===== config.mk =====
export PLATFORM = sky130hd
export DESIGN_NAME = pll_lock_mgr
export DESIGN_NICKNAME = d
export VERILOG_FILES = /design/src/rtl/pll_lock_mgr.sv
export SDC_FILE = /design/constraint.sdc
export NUM_CORES = 1
export LEC_CHECK = 0
export BUFFER_PORTS_ARGS = -buffer_cell sky130_fd_sc_hd__buf_2
export CAP_MARGIN = 20
export CORE_MARGIN = 2
export CORE_UTILIZATION = 52
export DETAILED_ROUTE_END_ITERATION = 6
export PLACE_DENSITY_LB_ADDON = 0.05
export SETUP_SLACK_MARGIN = 0.1
export SYNTH_ARGS = -nofsm -noshare
export SYNTH_HDL_FRONTEND = slang
export SYNTH_SLANG_ARGS = --single-unit

===== constraint.sdc =====
create_clock -name refclk -period 2.1 [get_ports refclk]
set_clock_uncertainty 0.2 [all_clocks]
set_input_delay 0.105 -clock refclk [delete_from_list [all_inputs] [get_ports refclk]]
set_output_delay 0.105 -clock refclk [all_outputs]
set_load 0.01 [all_outputs]

===== src/rtl/pll_lock_mgr.sv =====
// Reset and lock manager for the main PLL: timed PLL reset pulse, lock qualification, retry on timeout.
// Optional retry limit with FAIL state: define PLL_LOCK_MGR_RETRY_LIMIT_EN.
module pll_lock_mgr #(
   parameter int unsigned RST_CYCLES    = 24,
   parameter int unsigned LOCK_TIMEOUT  = 24000,
   parameter int unsigned STABLE_CYCLES = 240,
   parameter int unsigned MAX_RETRY     = 3
) (
   input  logic       refclk,
   input  logic       reset,
   input  logic       extlock,
   output logic       pll_reset,
   output logic       sys_reset,
   output logic       locked,
   output logic [3:0] retry_cnt,
   output logic       fail
);

   typedef enum logic [2:0] {
      ST_HOLD,
      ST_WAIT_LOCK,
      ST_STABLE,
      ST_RUN,
      ST_FAIL
   } state_t;

`ifdef PLL_LOCK_MGR_RETRY_LIMIT_EN
   localparam bit RETRY_LIMIT_EN = 1'b1;
`else
   localparam bit RETRY_LIMIT_EN = 1'b0;
`endif

   localparam logic [15:0] HOLD_LAST    = 16'(RST_CYCLES - 1);
   localparam logic [15:0] TIMEOUT_LAST = 16'(LOCK_TIMEOUT - 1);
   localparam logic [15:0] STABLE_LAST  = 16'(STABLE_CYCLES - 1);
   localparam logic [4:0]  RETRY_LIMIT  = 5'(MAX_RETRY);

   state_t      state, next_state;
   logic [15:0] cnt;
   logic [3:0]  attempt_cnt;
   logic        sync_q1, lk;
   logic        timeout, retry_exhausted, counting;
   logic        pll_reset_d, sys_reset_d, locked_d, fail_d;

   // extlock is asynchronous; only the second flop's output is ever used.
   always_ff @(posedge refclk) begin
      if (reset) begin
         sync_q1 <= 1'b0;
         lk      <= 1'b0;
      end else begin
         sync_q1 <= extlock;
         lk      <= sync_q1;
      end
   end

   assign timeout         = (state == ST_WAIT_LOCK) && !lk && (cnt == TIMEOUT_LAST);
   assign retry_exhausted = RETRY_LIMIT_EN && (({1'b0, attempt_cnt} + 5'd1) >= RETRY_LIMIT);
   assign counting        = (state == ST_HOLD) || (state == ST_WAIT_LOCK) || (state == ST_STABLE);

   // NOTE: sequential state uses non-blocking assignments so every flop samples pre-edge values.
   always_ff @(posedge refclk) begin
      if (reset) begin
         state       <= ST_HOLD;
         cnt         <= '0;
         attempt_cnt <= '0;
         retry_cnt   <= '0;
      end else begin
         state <= next_state;
         // The shared timer clears on every state change and never exceeds its limit, so it cannot wrap.
         if (next_state != state) cnt <= '0;
         else if (counting)       cnt <= cnt + 16'd1;
         if (timeout) begin
            if (retry_cnt != 4'hF)   retry_cnt   <= retry_cnt + 4'd1;
            if (attempt_cnt != 4'hF) attempt_cnt <= attempt_cnt + 4'd1;
         end else if (next_state == ST_RUN && state != ST_RUN) begin
            attempt_cnt <= '0;
         end
      end
   end

   // NOTE: next_state gets a default before the case so no latch is inferred.
   always_comb begin
      next_state = state;
      unique case (state)
         ST_HOLD:      if (cnt == HOLD_LAST) next_state = ST_WAIT_LOCK;
         ST_WAIT_LOCK: begin
            if (lk)           next_state = ST_STABLE;
            else if (timeout) next_state = retry_exhausted ? ST_FAIL : ST_HOLD;
         end
         ST_STABLE: begin
            if (!lk)                     next_state = ST_WAIT_LOCK;
            else if (cnt == STABLE_LAST) next_state = ST_RUN;
         end
         ST_RUN:       if (!lk) next_state = ST_HOLD;
         ST_FAIL:      next_state = ST_FAIL;
         default:      next_state = ST_HOLD;
      endcase
   end

   // pll_reset follows the current state, so it lags sys_reset by one edge on lock loss.
   always_comb begin
      pll_reset_d = (state == ST_HOLD) || (state == ST_FAIL);
      sys_reset_d = (next_state != ST_RUN);
      locked_d    = (next_state == ST_RUN);
      fail_d      = RETRY_LIMIT_EN && (next_state == ST_FAIL);
   end

   always_ff @(posedge refclk) begin
      if (reset) begin
         pll_reset <= 1'b1;
         sys_reset <= 1'b1;
         locked    <= 1'b0;
         fail      <= 1'b0;
      end else begin
         pll_reset <= pll_reset_d;
         sys_reset <= sys_reset_d;
         locked    <= locked_d;
         fail      <= fail_d;
      end
   end

endmodule


Yosys cells after proc, flatten, opt, wreduce, memory -nomap -nowiden
Cells that the tools add are included.
{"block": "word_totals", "regBits": 28, "latch_bits": 0, "ramBits": 0, "mem_bits_ro": 0, "in_bits": 3, "output_inout_bits": 8, "wordCells": 37, "memories": 0}
{"block": "classes", "add_sub_neg": 2, "multipliers": 0, "div_mod_pow": 0, "order_cmp": 0, "n_eq_ne": 11, "shift": 0, "muxes": 7, "bitwise_logic": 0, "n_reduce_logical": 9}
{"cell": "$mux W3", "n": 6}
{"cell": "$add A16 B1 Y16 const B", "n": 1}
{"cell": "$eq A16 B15 Y1 const B", "n": 1}
{"cell": "$eq A16 B5 Y1 const B", "n": 1}
{"cell": "$eq A16 B8 Y1 const B", "n": 1}
{"cell": "$pmux W3 S5", "n": 1}
{"cell": "$eq A3 B2 Y1 const B", "n": 3}
{"cell": "$add A4 B1 Y4 const B", "n": 1}
{"cell": "$ne A4 B4 Y1 const B", "n": 1}
{"cell": "$eq A3 B1 Y1 const B", "n": 1}
{"cell": "$eq A3 B3 Y1 const B", "n": 1}
{"cell": "$logic_not A3 Y1", "n": 1}
{"cell": "$logic_or A1 B1 Y1", "n": 3}
{"cell": "$ne A3 B2 Y1 const B", "n": 1}
{"cell": "$ne A3 B3 Y1", "n": 1}
{"cell": "$logic_and A1 B1 Y1", "n": 2}
{"cell": "$reduce_and A2 Y1", "n": 1}
{"cell": "$reduce_or A2 Y1", "n": 1}
{"cell": "$logic_not A1 Y1", "n": 1}

Logic depth before layout (Yosys ltp)
Gate-level depths: netlist of run 1.
{"block": "depth", "depth_word": 8, "mapped_depth": 7, "depth_no_buf": 6}

Worst setup path after synthesis of run 1
Ideal clock, no wire load.
{"block": "synth_path", "kind": "reg2reg", "start": "reg state[1]", "end": "reg retry_cnt[3]", "setup_time_ns": 0.070, "t_arrival_ns": 1.672, "required_ns": 1.830, "path_slack_ns": 0.158, "stages_incl_launch_ff": 7, "path_buffers": 1, "period_less_slack_ns": 1.942, "path_cell_list": "dfxtp_1 > buf_6 > or4b_4 > a31oi_4 > nand2_4 > or3_1 > a21oi_1"}
{"block": "synth_between", "elab_chain_len": 4}
{"element": "start: declaration", "line": "38", "rtl": "state_t state, next_state;"}
{"element": "start signal: assignment", "line": "68", "rtl": "state <= next_state;"}
{"element": "$eq A3 B1 Y1", "line": "56", "rtl": "assign timeout = (state == ST_WAIT_LOCK) && !lk && (cnt == TIMEOUT_LAST);"}
{"element": "$logic_and A1 B1 Y1 (2 in series)", "line": "56"}
{"element": "$reduce_and A2 Y1 (no source line)"}
{"element": "end signal: assignment", "line": "73", "rtl": "if (retry_cnt != 4'hF) retry_cnt <= retry_cnt + 4'd1;"}
{"element": "end: declaration", "line": "15", "rtl": "output logic [3:0] retry_cnt,"}
No other way between the ends.
A chain may end at the register's enable or synchronous reset.

Final worst setup path of run 1
{"block": "layout_path", "start": "reg cnt[1]", "end": "reg retry_cnt[3]"}
{"block": "layout_between", "elab_chain_len": 3}
{"element": "start: declaration", "line": "39", "rtl": "logic [15:0] cnt;"}
{"element": "start signal: assignment", "line": "71", "rtl": "else if (counting) cnt <= cnt + 16'd1;"}
{"element": "$eq A16 B15 Y1", "line": "56"}
{"element": "$logic_and A1 B1 Y1", "line": "56"}
{"element": "$reduce_and A2 Y1 (no source line)"}
No other way between the ends.

==> reports/metrics.yaml, run 1 <==
synth_top_family_by_area: "simple AND/OR/NAND/NOR gates"
netlist_area_um2: 1370
synthToLayoutAreaGrowth_pct: 21.9
portBuffers: 9
cts-htree-levels: 1
yosys.area_share.simple_pct: 30.9
synthArstFlopShare_pct: 0
cp.arrival_ps: 2060
seqPwrFrac_pct: 58.0
drcViolationCount: 0
grt_overflow: 0
rows: 18
yosys_warnings: 0
insertion_delay_ps: 330
synthMuxAreaShare_pct: 1.47
wl_per_cell_um: 14.5
timing.final.hold_violations: 0
place.gp.congestion: 0.856
period_minus_slack_ps: 1980
layout_commonest_cell: "dfxtp_1"
setup_ws_ps: 123
hold_class: "register to register"
cts.sinks: 28
p_leak_nw: 0.629
critical_path.top_delay_family: "simple AND/OR/NAND/NOR gates"
crit_path_max_fanout: 4
path_class: "register to register"
dpl_worst_slack_ps: 69.9
ios: 11
clkSlewWorstSetupHoldPaths_ps: 150
start_util_pct: 55.1
p_comb_share_pct: 4.5
wirelength_mm: 2.97
yosysTopAreaCellShare_pct: 41.1
cts_buffer_depth: 2
die_x_um: 55.2
synth-seq-cells: 28
antenna_found_initial: 0
netlist_instances: 150
path_cells: "ha_4, nand4_1, nor4_2, buf_4, nand2_4, or3_4, a21oi_2"
grt_pass1_wl_mm: 5.01
mostFrequentLayoutCells: "dfxtp_1, nor2_1, buf_4"
synth_fa_ha_area_share_pct: 1.83
cts-root-buf: "clkbuf_4"
synth_compound_area_share_pct: 8.89
synth_nets: 155
antennaDiodeCount: 0
vias_per_cell: 5.68
tritoncts: "done"
nets: 181
switchingPower_uw: 190
post-route-period-util_pct: 94.2
place_hpwl_mm: 2.11
finalMaxSlewViolations: 0
synth_cell_type_count: 43
vias: 1164
core_um2: 2480
p_int_uw: 754
switching_share_pct: 20.1
grt_max_degree: 17
cp.required_ps: 2180
power_uw: 945
first_iter_violations: 39
fin_util_pct: 67.2
synth_edf_count: 0
critPathCaptureType: "register"
firstDrtPassIters: 4
synthTopCellsByArea: "dfxtp_1, xnor2_1, nor2_1, xor2_1, nor3_1"
numCtsBuffers: 3
rsz0062_at_grt: "yes"
synthXorXnorAreaFrac_pct: 10.3
worst-path-buf-inv: 1
synth-seq-area-share_pct: 41.1
crit_path_top_delay_cell: "dfxtp_4"
postRouteAntennaNets: 0
synth_ff_type: "dfxtp_1"
die_y_um: 55.2
synth.avg_cell_area_um2: 9.10
drive_gt1_share_pct: 29.7
r2r_slack_ps: 120
status: "finished, final reports clean"
n_fill_cell: 216
maxCapViolCount: 0
ir_drop_mv: 0.408
cp-start-kind: "register"
die_area_um2: 3050
setup_viol: 0
tns_ps: 0
grt_pass1_vias: 1132
grtUsageTotal_pct: 19.9
clkPwrFrac_pct: 37.5
critical_path.max_stage_delay_ps: 400
powerDensity_nw_per_um2: 568
fmax_mhz: 506
synth_top_area_cell: "dfxtp_1"
-- synth_stat cells, drive strengths merged, types with 2 or more instances --
cell type  count
o21ai          3
clkbuf         2
buf            5
xnor2          9
nor4b          2
a21oi          4
nor3b          2
nor3          12
dfxtp         28
nor2          17
xor2           7
inv            6
nand2          6
ha             2
or3            4
mux2i          2
nor2b          3
nand2b         2
and4           2
nor4           4
a31oi          2
nand4          7
nand3          6
-- kinds of logic (layout without fill, tap and decap cells) --
| group | after synthesis | in the layout |
|---|---|---|
| AO/OA/AOI/OAI | 15 | 15 |
| XOR/XNOR | 16 | 16 |
| adder cells (fa/ha/maj) | 2 | 2 |
| buffers and inverters | 13 | 38 |
| flip-flops | 28 | 28 |
| multiplexers | 2 | 2 |
| other | 1 | 1 |
| AND/OR/NAND/NOR | 73 | 73 |
-- per-layer routing --
layer  GRT usage [%]  vias up  wire (um)
li1                -      578          -
met1            26.4      561       1390
met2            33.7       19       1460
met3            2.11        6         68
met4            6.97        0         46
met5               0        -          0
-- worst paths after layout --
kind,startpoint,cells past startpoint,endpoint
min reg2reg,sync_q1$_SDFF_PP0_,1,lk$_SDFF_PP0_
max reg2reg,cnt[1]$_SDFFE_PP0P_,7,retry_cnt[3]$_SDFFE_PP0P_
min,sync_q1$_SDFF_PP0_,1,lk$_SDFF_PP0_
max,cnt[1]$_SDFFE_PP0P_,7,retry_cnt[3]$_SDFFE_PP0P_
-- final cells by class --
type	count	area (um^2)	share of cell area, %
clock buffer	3	22.5	1.35
clock inverter	1	30.0	1.80
inverter	6	22.5	1.35
multi-input combinational	109	788	47.4
sequential	28	568	34.1
tap	30	37.5	2.26
timing repair buffer	28	195	11.7
-- repair_timing --
item	in CTS	in global routing
setup buffers	0	3
pin swaps	0	6
cloned	0	0
resized for setup	2	15
hold buffers	3	0
setup endpoints to repair	9	19
hold endpoints to repair	11	0
-- power by group through the flow --
stage / Sequential (mW) / Clock [mW] / Combinational, mW
finish: 0.548 / 0.354 / 0.0422
global route: 0.550 / 0.377 / 0.0473
CTS: 0.546 / 0.359 / 0.0394
detailed placement: 0.557 / 0 / 0.0350
global placement: 0.556 / 0 / 0.0335
floorplan: 0.555 / 0 / 0.0262
-- registers in the layout (all words and copies together) (netlist names) --
| signal | cells |
|---|---|
| sys_reset | 1 |
| lk | 1 |
| locked | 1 |
| state | 3 |
| sync_q1 | 1 |
| cnt | 16 |
| pll_reset | 1 |
| retry_cnt | 4 |
-- metrics by stage --
step | hold slack (ps) | area [um^2] | std cells
3_5_place_dp | 121 | 1500 | 195
3_3_place_gp | 113 | 1500 | 195
2_1_floorplan | 33.2 | 1370 | 150
4_1_cts | 259 | 1580 | 202
6_report | 259 | 1660 | 205
5_1_grt | 277 | 1660 | 205
(Power assumes the default switching activity.)
==> inputs of run 2 (changes only) <==
--- a/config.mk
+++ b/config.mk
@@ -5,11 +5,12 @@
 export SDC_FILE = /design/constraint.sdc
 export NUM_CORES = 1
 export LEC_CHECK = 0
-export BUFFER_PORTS_ARGS = -buffer_cell sky130_fd_sc_hd__buf_2
 export CAP_MARGIN = 20
 export CORE_MARGIN = 2
 export CORE_UTILIZATION = 52
+export CTS_CLUSTER_DIAMETER = 150
 export DETAILED_ROUTE_END_ITERATION = 6
+export DONT_BUFFER_PORTS = 1
 export PLACE_DENSITY_LB_ADDON = 0.05
 export SETUP_SLACK_MARGIN = 0.1
 export SYNTH_ARGS = -nofsm -noshare
==> reports/metrics.yaml, run 2 (synthesis results as in run 1) <==
status: "finished with violations"
violations: "negative hold slack"
drcViolationCount: 0
largestRegisters: "cnt: 16 flops, retry_cnt: 4 flops, state: 3 flops"
rows: 18
postRouteAntennaNets: 0
regMostFlops: "cnt"
ir_drop_mv: 0.419
clkPwrFrac_pct: 37.8
setup_viol: 0
cts-htree-levels: 1
r2r-end: "retry_cnt[3]$_SDFFE_PP0P_"
powerDensity_nw_per_um2: 583
cts_buffer_depth: 2
path_class: "register to register"
wirelength_mm: 3.04
largest_reg_flops: 16
rsz0062_at_grt: "yes"
crit_start: "cnt[1]$_SDFFE_PP0P_"
switching_share_pct: 20.6
maxCapViolCount: 0
grt_pass1_vias: 1130
dpl_worst_slack_ps: 3.22
regArea_um2: 568
nets: 172
vias_per_cell: 5.92
grt_pass1_wl_mm: 4.91
p_comb_share_pct: 4.8
ios: 11
firstDrtPassIters: 4
cp.arrival_ps: 2100
r2r_slack_ps: 80
critPathCaptureType: "register"
holdPathStages: 1
fin_hold_ws_ps: -383
cp.required_ps: 2170
crit_path_max_fanout: 3
p_leak_nw: 0.595
timing.final.hold_violations: 9
finalMaxSlewViolations: 0
fmax_mhz: 495
rr_worst_depth: 6
place.gp.congestion: 0.831
antenna_found_initial: 0
tritoncts: "done"
layout_commonest_cell: "dfxtp_1"
drive_gt1_share_pct: 25.3
synthToLayoutAreaGrowth_pct: 20.0
cts.sinks: 28
r2r-start: "cnt[1]$_SDFFE_PP0P_"
setup_ws_ps: 78.6
grtUsageTotal_pct: 19.5
hold_class: "input pin to register"
min_from: "reset"
die_x_um: 55.2
start_util_pct: 55.1
postCtsHoldBufs: 5
clkSlewWorstSetupHoldPaths_ps: 160
p_int_uw: 758
holdPathEnd: "retry_cnt[3]$_SDFFE_PP0P_"
tns_ps: 0
switchingPower_uw: 196
core_um2: 2480
mostFrequentLayoutCells: "dfxtp_1, nor2_1, buf_4"
portBuffers: 0
first_iter_violations: 13
vias: 1161
cts-root-buf: "clkbuf_4"
grt_max_degree: 17
cp-start-kind: "register"
seqPwrFrac_pct: 57.5
place_hpwl_mm: 1.98
wl_per_cell_um: 15.5
numCtsBuffers: 3
die_area_um2: 3050
period_minus_slack_ps: 2020
antennaDiodeCount: 0
multi_input_area_um2: 798
post-route-period-util_pct: 96.3
fin_util_pct: 66.1
insertion_delay_ps: 330
grt_overflow: 0
die_y_um: 55.2
n_fill_cell: 215
run 2: cell count changes in the layout (fill, tap and decap cells not counted), moves of 2 or more:
cell	before	now
buf_2	9	0
buf_4	16	13
dfxtp_2	3	6
dfxtp_1	24	22
dlygate4sd3_1	3	5
run 2: metrics by stage:
step | cells | area, um^2 | power (mW)
finish | 196 | 1640 | 0.954
global route | 196 | 1640 | 0.983
CTS | 196 | 1580 | 0.950
detailed placement | 181 | 1410 | 0.586
global placement | 181 | 1410 | 0.584
floorplan | 150 | 1370 | 0.582
run 2: how the worst max path moves through the flow:
| stage | end | cells past startpoint |
|---|---|---|
| floorplan | retry_cnt[3]$_SDFFE_PP0P_ | 6 |
| global placement | retry_cnt[3]$_SDFFE_PP0P_ | 6 |
| detailed placement | retry_cnt[3]$_SDFFE_PP0P_ | 6 |
| CTS | retry_cnt[3]$_SDFFE_PP0P_ | 6 |
| global route | retry_cnt[3]$_SDFFE_PP0P_ | 6 |
| finish | retry_cnt[3]$_SDFFE_PP0P_ | 6 |
run 2: area by class of cell:
type | count | area share (%)
clock buffers | 3 | 1.38
clock inverters | 1 | 1.83
inverters | 6 | 1.38
multi-input cells | 109 | 48.7
flip-flops and latches | 28 | 34.7
well taps | 30 | 2.29
repair buffers | 19 | 9.70
run 2: metal layers:
metal,GRT usage [%],vias to the layer above,routed length [um]
met4,8.36,0,84
met3,3.51,9,109
met2,32.0,31,1540
met1,25.0,562,1310
li1,-,559,-
met5,0,-,0
run 2: critical path: stages (launching register included):
cell and delay (ps):
dfxtp_2 400, ha_4 150, nand4_1 220, nor4_4 430
nand2_4 90, or3_4 340, a21oi_2 140
run 2: power by group through the flow:
stage               logic, mW  registers (mW)  clock network, mW
floorplan              0.0262           0.555                  0
global placement       0.0269           0.557                  0
detailed placement     0.0280           0.558                  0
CTS                    0.0401           0.546              0.364
global route           0.0492           0.549              0.385
finish                 0.0455           0.548              0.360
run 2: what timing repair did:
action	in CTS	in global routing
hold endpoints to repair	17	9
setup buffers	6	0
setup endpoints to repair	14	19
gates resized for setup	5	15
pin swaps	2	8
==> inputs of run 3 (changes only) <==
--- a/config.mk
+++ b/config.mk
@@ -11,7 +11,7 @@
 export CTS_CLUSTER_DIAMETER = 150
 export DETAILED_ROUTE_END_ITERATION = 6
 export DONT_BUFFER_PORTS = 1
-export PLACE_DENSITY_LB_ADDON = 0.05
+export PLACE_DENSITY = 0.67
 export SETUP_SLACK_MARGIN = 0.1
 export SYNTH_ARGS = -nofsm -noshare
 export SYNTH_HDL_FRONTEND = slang
==> reports/metrics.yaml, run 3 (synthesis results as in run 1) <==
status: "finished, final reports clean"
numCtsBuffers: 3
powerDensity_nw_per_um2: 555
firstDrtPassIters: 4
grt_pass1_vias: 1067
ios: 11
mostFrequentLayoutCells: "dfxtp_1, nor2_1, buf_4"
insertion_delay_ps: 330
nets: 167
period_minus_slack_ps: 1950
critical_path.top_delay_family: "simple AND/OR/NAND/NOR gates"
tns_ps: 0
gr-usage-met2_pct: 31.0
vias: 1070
worst-path-buf-inv: 0
antennaDiodeCount: 0
vias_per_cell: 5.60
fmax_mhz: 513
drive_gt1_share_pct: 21.1
r2r-start: "cnt[9]$_SDFFE_PP0P_"
dpl_worst_slack_ps: 26.8
cts.sinks: 28
critPathCaptureType: "register"
setup_viol: 0
rows: 18
die_area_um2: 3050
cts-root-buf: "clkbuf_4"
cp.arrival_ps: 2010
clkSlewWorstSetupHoldPaths_ps: 160
synthToLayoutAreaGrowth_pct: 13.1
core_um2: 2480
first_iter_violations: 22
min_from: "extlock"
cts-htree-levels: 1
final_cell_count_no_fill: 191
tritoncts: "done"
clkPwrFrac_pct: 31.1
largestRegisters: "cnt: 16 flops, retry_cnt: 4 flops, state: 3 flops"
dp.cells: 181
crit_path_top_delay_cell: "or3_4"
p_comb_share_pct: 5.0
p_int_uw: 668
grtUsageTotal_pct: 18.6
switchingPower_uw: 189
wirelength_mm: 2.64
timing.final.hold_violations: 0
post-route-period-util_pct: 92.7
regMostFlops: "cnt"
rsz0062_at_grt: "yes"
portBuffers: 0
crit_path_max_fanout: 4
multi_input_area_um2: 772
postRouteAntennaNets: 0
path_cells: "or3_4, nor4_4, nand2_4, or3_1, a21oi_1"
grtUsageMet1_pct: 24.3
seqPwrFrac_pct: 63.9
layout_commonest_cell: "dfxtp_1"
n_fill_cell: 224
cp-start-kind: "register"
drcViolationCount: 0
maxCapViolCount: 0
gr-usage-met3_pct: 3.28
grt-busiest-layer: "met2"
crit_start: "cnt[9]$_SDFFE_PP0P_"
ir_drop_mv: 0.525
p_leak_nw: 0.556
start_util_pct: 55.1
cp.required_ps: 2170
grt_max_degree: 16
setup_ws_ps: 153
grt_pass1_wl_mm: 4.70
die_y_um: 55.2
fin_hold_ws_ps: 224
regArea_um2: 566
hold_class: "input pin to register"
switching_share_pct: 22.0
wl_per_cell_um: 13.8
path_class: "register to register"
grt_overflow: 0
antenna_found_initial: 0
place.gp.congestion: 0.825
cts_buffer_depth: 2
place_hpwl_mm: 1.83
die_x_um: 55.2
finalMaxSlewViolations: 0
critical_path.max_stage_delay_ps: 420
largest_reg_flops: 16
-- run 3: through the flow --
step                util (%)  instance area [um^2]  total power, mW
detailed placement      57.0                  1410            0.585
finish                  62.3                  1540            0.857
global placement        57.0                  1410            0.584
floorplan                  -                  1370            0.582
global route            62.3                  1540            0.893
CTS                     60.8                  1510            0.861
-- run 3: power by group through the flow --
stage	clock (mW)	sequential, mW	combinational, mW
floorplan	0	0.555	0.0262
global placement	0	0.557	0.0271
detailed placement	0	0.557	0.0272
CTS	0.276	0.545	0.0401
global route	0.297	0.549	0.0468
finish	0.266	0.548	0.0429
-- run 3: worst reg2reg max path, stage by stage (launching register included) --
cell,delay (ps)
dfxtp_2,370
or3_4,420
nor4_4,370
nand2_4,70
or3_1,350
a21oi_1,120
-- run 3: timing repair --
item                       4_1_cts  5_1_grt
setup endpoints to repair        1       15
hold buffers                     2        0
buffers inserted                 3        1
gates resized for setup          4        8
pin swaps                        2        3
hold endpoints to repair        17        0
gates cloned                     0        0
-- run 3: area by class of cell --
type	count	area share [%]
clock buffer	4	2.35
inverter	6	1.46
multi-input combinational	109	50.0
sequential	28	36.6
tap	30	2.43
timing repair buffer	14	7.13
-- run 3: path summary, 6_finish.rpt --
kind	to	slack, ps	depth (start not counted)
worst min-delay path	sync_q1$_SDFF_PP0_	220	2
worst min register to register	lk$_SDFF_PP0_	260	1
worst max register to register	retry_cnt[3]$_SDFFE_PP0P_	150	5
worst max-delay path	retry_cnt[3]$_SDFFE_PP0P_	150	5
-- run 3: layer usage --
layer | wire length (um) | up-vias
met2 | 1280 | 15
met4 | 13 | 0
met5 | 0 | -
met3 | 79 | 2
li1 | - | 556
met1 | 1270 | 497
